`src/rtl/rv_wb_pkg.sv`:
```
// Shared definitions for the register-file writeback slice.
//   REG_IDX_W    : register index width
//   REG_ZERO     : hard-wired zero register index (writes are discarded)
//   lock_state_e : key-register lock FSM states
package rv_wb_pkg;

    localparam int unsigned REG_IDX_W = 5;

    localparam logic [REG_IDX_W-1:0] REG_ZERO = '0;

    typedef enum logic {
        LOCK_UNLOCKED = 1'b0,
        LOCK_LOCKED   = 1'b1
    } lock_state_e;

endpackage : rv_wb_pkg

```
`src/rtl/rr_arb2.sv`:
```
// Two-input round-robin arbiter.
//   clk, rst_n : clock, asynchronous active-low reset
//   req_i[1:0] : requests (bit 0 = ALU, bit 1 = MEM)
//   gnt_o[1:0] : one-hot grant, combinational
// The pointer names the requester that wins the next contended cycle. It
// only moves on contention, and then to the loser.
module rr_arb2 (
    input  logic       clk,
    input  logic       rst_n,
    input  logic [1:0] req_i,
    output logic [1:0] gnt_o
);

    logic rr_q, rr_d;

    always_comb begin
        gnt_o = req_i;
        rr_d  = rr_q;
        if (req_i == 2'b11) begin
            gnt_o = rr_q ? 2'b10 : 2'b01;
            rr_d  = ~rr_q;
        end
    end

    always_ff @(posedge clk or negedge rst_n) begin
        if (!rst_n) begin
            rr_q <= 1'b0;
        end else begin
            rr_q <= rr_d;
        end
    end

endmodule : rr_arb2

```
`src/rtl/regfile_wb_arbiter.sv`:
```
// Writeback arbiter in front of a single register-file write port.
//   clk, rst_n                      : clock, asynchronous active-low reset
//   alu_valid/addr/data, alu_ready  : ALU writeback handshake
//   mem_valid/addr/data, mem_ready  : load-unit writeback handshake
//   lock_set                        : pulse that write-protects KEY_ADDR
//   wr_en/wr_addr/wr_data           : registered write port, one cycle after accept
//   locked                          : key register is write-protected
//   violation, viol_count           : sticky flag / saturating count of blocked writes
module regfile_wb_arbiter
    import rv_wb_pkg::*;
#(
    parameter logic [REG_IDX_W-1:0] KEY_ADDR = 5'd31,
    parameter int unsigned          VIOL_W   = 8
) (
    input  logic                 clk,
    input  logic                 rst_n,
    input  logic                 alu_valid,
    input  logic [REG_IDX_W-1:0] alu_addr,
    input  logic [31:0]          alu_data,
    output logic                 alu_ready,
    input  logic                 mem_valid,
    input  logic [REG_IDX_W-1:0] mem_addr,
    input  logic [31:0]          mem_data,
    output logic                 mem_ready,
    input  logic                 lock_set,
    output logic                 wr_en,
    output logic [REG_IDX_W-1:0] wr_addr,
    output logic [31:0]          wr_data,
    output logic                 locked,
    output logic                 violation,
    output logic [VIOL_W-1:0]    viol_count
);

    logic [1:0]           gnt;
    logic                 accept;
    logic                 key_hit;
    logic [REG_IDX_W-1:0] sel_addr;
    logic [31:0]          sel_data;

    lock_state_e          lock_q;
    logic                 wr_en_q, wr_en_d;
    logic [REG_IDX_W-1:0] wr_addr_q, wr_addr_d;
    logic [31:0]          wr_data_q, wr_data_d;
    logic                 viol_q, viol_d;
    logic [VIOL_W-1:0]    viol_cnt_q, viol_cnt_d;

    rr_arb2 u_arb (
        .clk   (clk),
        .rst_n (rst_n),
        .req_i ({mem_valid, alu_valid}),
        .gnt_o (gnt)
    );

    // Nothing is accepted while reset is held.
    assign alu_ready = gnt[0] & rst_n;
    assign mem_ready = gnt[1] & rst_n;

    always_comb begin
        accept     = alu_ready | mem_ready;
        sel_addr   = mem_ready ? mem_addr : alu_addr;
        sel_data   = mem_ready ? mem_data : alu_data;
        // Lock is checked against the current state, so a key write in the
        // same cycle as lock_set still commits.
        key_hit    = accept && (lock_q == LOCK_LOCKED) && (sel_addr == KEY_ADDR);
        wr_en_d    = accept && (sel_addr != REG_ZERO) && !key_hit;
        wr_addr_d  = accept ? sel_addr : wr_addr_q;
        wr_data_d  = accept ? sel_data : wr_data_q;
        viol_d     = viol_q | key_hit;
        viol_cnt_d = viol_cnt_q;
        if (key_hit && (viol_cnt_q != '1)) begin
            viol_cnt_d = viol_cnt_q + VIOL_W'(1);
        end
    end

    always_ff @(posedge clk or negedge rst_n) begin
        if (!rst_n) begin
            wr_en_q    <= 1'b0;
            wr_addr_q  <= '0;
            wr_data_q  <= '0;
            viol_q     <= 1'b0;
            viol_cnt_q <= '0;
        end else begin
            wr_en_q    <= wr_en_d;
            wr_addr_q  <= wr_addr_d;
            wr_data_q  <= wr_data_d;
            viol_q     <= viol_d;
            viol_cnt_q <= viol_cnt_d;
        end
    end

    // Lock FSM: LOCKED is terminal until reset.
    always_ff @(posedge clk or negedge rst_n) begin
        if (!rst_n) begin
            lock_q <= LOCK_UNLOCKED;
        end else begin
            case (lock_q)
                LOCK_UNLOCKED: if (lock_set) lock_q <= LOCK_LOCKED;
                LOCK_LOCKED:   lock_q <= LOCK_LOCKED;
                default:       lock_q <= LOCK_UNLOCKED;
            endcase
        end
    end

    assign wr_en      = wr_en_q;
    assign wr_addr    = wr_addr_q;
    assign wr_data    = wr_data_q;
    assign locked     = (lock_q == LOCK_LOCKED);
    assign violation  = viol_q;
    assign viol_count = viol_cnt_q;

endmodule : regfile_wb_arbiter
```
`config.mk`:
```
export PLATFORM = sky130hd
export DESIGN_NAME = regfile_wb_arbiter
export DESIGN_NICKNAME = d
export VERILOG_FILES = /design/src/rtl/rv_wb_pkg.sv /design/src/rtl/rr_arb2.sv /design/src/rtl/regfile_wb_arbiter.sv
export SDC_FILE = /design/constraint.sdc
export NUM_CORES = 1
export LEC_CHECK = 0
export CORE_MARGIN = 1.5
export CORE_UTILIZATION = 39
export CTS_BUF_LIST = sky130_fd_sc_hd__clkbuf_16
export DETAILED_ROUTE_END_ITERATION = 12
export MAX_ROUTING_LAYER = met4
export PLACE_DENSITY = 0.81
export SLEW_MARGIN = 0
export SYNTH_ARGS = -nofsm -noshare
export SYNTH_HDL_FRONTEND = slang
export SYNTH_SLANG_ARGS = --single-unit
export TNS_END_PERCENT = 20
```
`constraint.sdc`:
```
create_clock -name clk -period 2.1 [get_ports clk]
set_input_delay 0.21 -clock clk [delete_from_list [all_inputs] [get_ports clk]]
set_output_delay 0.21 -clock clk [all_outputs]
set_load 0.03 [all_outputs]
```
==> impl_metrics.json <==
{
  "max_freq_mhz": 525.8,
  "vdd_ir_drop_max_v": 0.0004053,
  "setup_viol": 0,
  "p_leak_nw": 1.854,
  "slew_viol_final": 0,
  "routed_wl_um": 6295,
  "rows": 28,
  "initial_core_util": 0.4001,
  "cp-start-kind": "input pin",
  "cts_max_path_buffers": 2,
  "power.density_mw_per_mm2": 816.9,
  "synth_cell_types": 32,
  "drive_above_1_share": 0.08146,
  "cts_buffers": 5,
  "cts_tree": "yes",
  "clk_pin_slew_ns": 0.07,
  "diodes": 0,
  "syn_area_per_cell_um2": 10.50,
  "post_drt_wl_per_cell_um": 14.61,
  "clock_latency_ns": 0.29,
  "die_h_um": 80.48,
  "hold_path.class": "in2async",
  "rsz0062_at_grt": "no",
  "hold_ws_ns": 0.3043,
  "initialDrtViolationCount": 62,
  "core-area_mm2": 0.005851,
  "setup-tns-final_ns": 0,
  "critical_path_class": "in2reg",
  "multi_input_area_mm2": 0.001067,
  "worst_slew_pin_slew_ns": 0.4320,
  "antenna_found_initial": 0,
  "yosysWarnings": 0,
  "area_growth_pct": 69.70,
  "drcViolationCount": 0,
  "regArea_mm2": 0.001226,
  "skew_ns": 0.005831,
  "yosysSeqAreaShare": 0.5238,
  "final_common_cell": "clkdlybuf4s50_1",
  "boundaryPins": 129,
  "final_antenna_net_count": 0,
  "port_buffers": 128,
  "cp.required_ns": 2.27,
  "dr.pass1.iters": 4,
  "ys_seq_elements": 49,
  "dieArea_mm2": 0.006476,
  "clock_sinks": 49,
  "synthesis.nets": 303,
  "syn_area_mm2": 0.002341,
  "vias": 2141,
  "detailed_place_hpwl_um": 4819,
  "grt_pass1_wl_um": 10250,
  "track_usage": 0.2120,
  "gr-total-overflow": 0,
  "grt_max_degree": 40,
  "layout_common_cells": "clkdlybuf4s50_1, dfrtp_1, nand2_1, mux2i_1, o21ai_0",
  "synthFlopType": "dfrtp_1",
  "htree_levels": 2,
  "synth-edff-count": 0,
  "first_global_vias": 2201,
  "syn-instance-count": 223,
  "fin_nets": 435,
  "drv_cap": 0,
  "synthArstFlopShare": 1.000,
  "slew_headroom": 0.7120,
  "gp_congestion": 0.8212,
  "fillers": 473,
  "die_w_um": 80.48,
  "routed_via_density": 4.968,
  "finalCritPeriodShare": 0.9057,
  "finalCriticalPeriod_ns": 1.902,
  "arrival_ns": 2.08,
  "hold_viol_final": 0,
  "crit_path_end_kind": "flip-flop",
  "status": "completed",
  "clockRootBuffer": "clkbuf_16",
  "critPathMaxFanout": 10
}
[worst max-delay path, cell delays in order]
cell	delay, ns
dlygate4sd3_1	0.55
buf_2	0.17
and2_4	0.17
nand3_1	0.08
o2bb2ai_2	0.36
and2_4	0.24
mux2_4	0.29
[logic make-up (layout without fill, tap and decap cells)]
family | count (synthesis) | in the layout | synth area share
DFF | 49 | 49 | 0.5238
muxes | 40 | 40 | 0.1742
AOI/OAI and AO/OA | 44 | 44 | 0.1037
adders and majority gates | 1 | 1 | 0.005344
buffers and inverters | 13 | 146 | 0.02619
xor gates and xnor gates | 5 | 5 | 0.01871
and+or+nand+nor | 71 | 71 | 0.1481
[per-stage QoR]
stage / setup WS, ns / utilization / power, mW / instance area, um^2 / cells
global route: 0.09493 / 0.6790 / 3.411 / 3973 / 431
detailed placement: 0.07651 / 0.6448 / 2.249 / 3772 / 422
global placement: 0.1067 / 0.6448 / 2.223 / 3772 / 422
floorplan: 0.3920 / - / 1.706 / 2341 / 223
finish: 0.1980 / 0.6790 / 3.245 / 3973 / 431
CTS: 0.2004 / 0.6790 / 3.278 / 3973 / 431
[state kept, by name, summed over array words and instances (netlist names)]
name and flops:
violation 1, u_arb.rr_q 1, wr_data 32, wr_en 1, viol_count 8, wr_addr 5, locked 1
[Yosys cell counts, types with 3 or more instances]
library cell | number | area share
nand2_1 | 41 | 0.066
nand4_1 | 3 | 0.0080
nand3_1 | 6 | 0.013
clkbuf_1 | 4 | 0.0064
o21ai_0 | 38 | 0.081
mux2i_1 | 37 | 0.16
xnor2_1 | 4 | 0.015
and3_1 | 5 | 0.013
dfrtp_1 | 49 | 0.52
buf_2 | 7 | 0.015
[power breakdown]
group | internal, mW | switching [mW] | total [mW]
registers | 1.08 | 0.0901 | 1.17
clock network | 0.680 | 0.335 | 1.02
logic | 0.510 | 0.547 | 1.06
total | 2.27 | 0.972 | 3.24
[layer usage]
layer / part of all wire / global-route usage / wire length, um
met1: 0.40 / 0.2464 / 2489
met2: 0.51 / 0.3622 / 3187
met3: 0.082 / 0.05227 / 516
met4: 0.016 / 0.06379 / 102
met5: 0 / - / 0
[repair_timing]
action | 4_1_cts | 5_1_grt
hold buffers | 1 | 0
endpoints found under the setup margin | 0 | 0
gates resized for setup | 0 | 0
endpoints found under the hold margin | 15 | 0
setup buffers | 0 | 0
[final timing paths]
check	from	endpoint	slack [ns]	cells after the start
max	rst_n	viol_count[1]$_DFFE_PN0P_	0.20	7
min	rst_n	locked$_DFF_PN0_	0.30	2
max reg2reg	locked$_DFF_PN0_	viol_count[1]$_DFFE_PN0P_	0.43	5
min reg2reg	wr_data[29]$_DFFE_PN0P_	wr_data[29]$_DFFE_PN0P_	0.48	2
max in group asynchronous	rst_n	viol_count[5]$_DFFE_PN0P_	0.86	4
min in group clk	wr_data[29]$_DFFE_PN0P_	wr_data[29]$_DFFE_PN0P_	0.48	2
[area by class of cell]
type / instances / area share
timing repair buffer: 137 / 0.3502
sequential: 49 / 0.3087
multi-input combinational: 161 / 0.2687
clock buffer: 5 / 0.03150
tap: 75 / 0.02362
clock inverter: 3 / 0.01638
inverter: 1 / 0.0009449
Note: power is estimated with default switching activity, not from simulation.
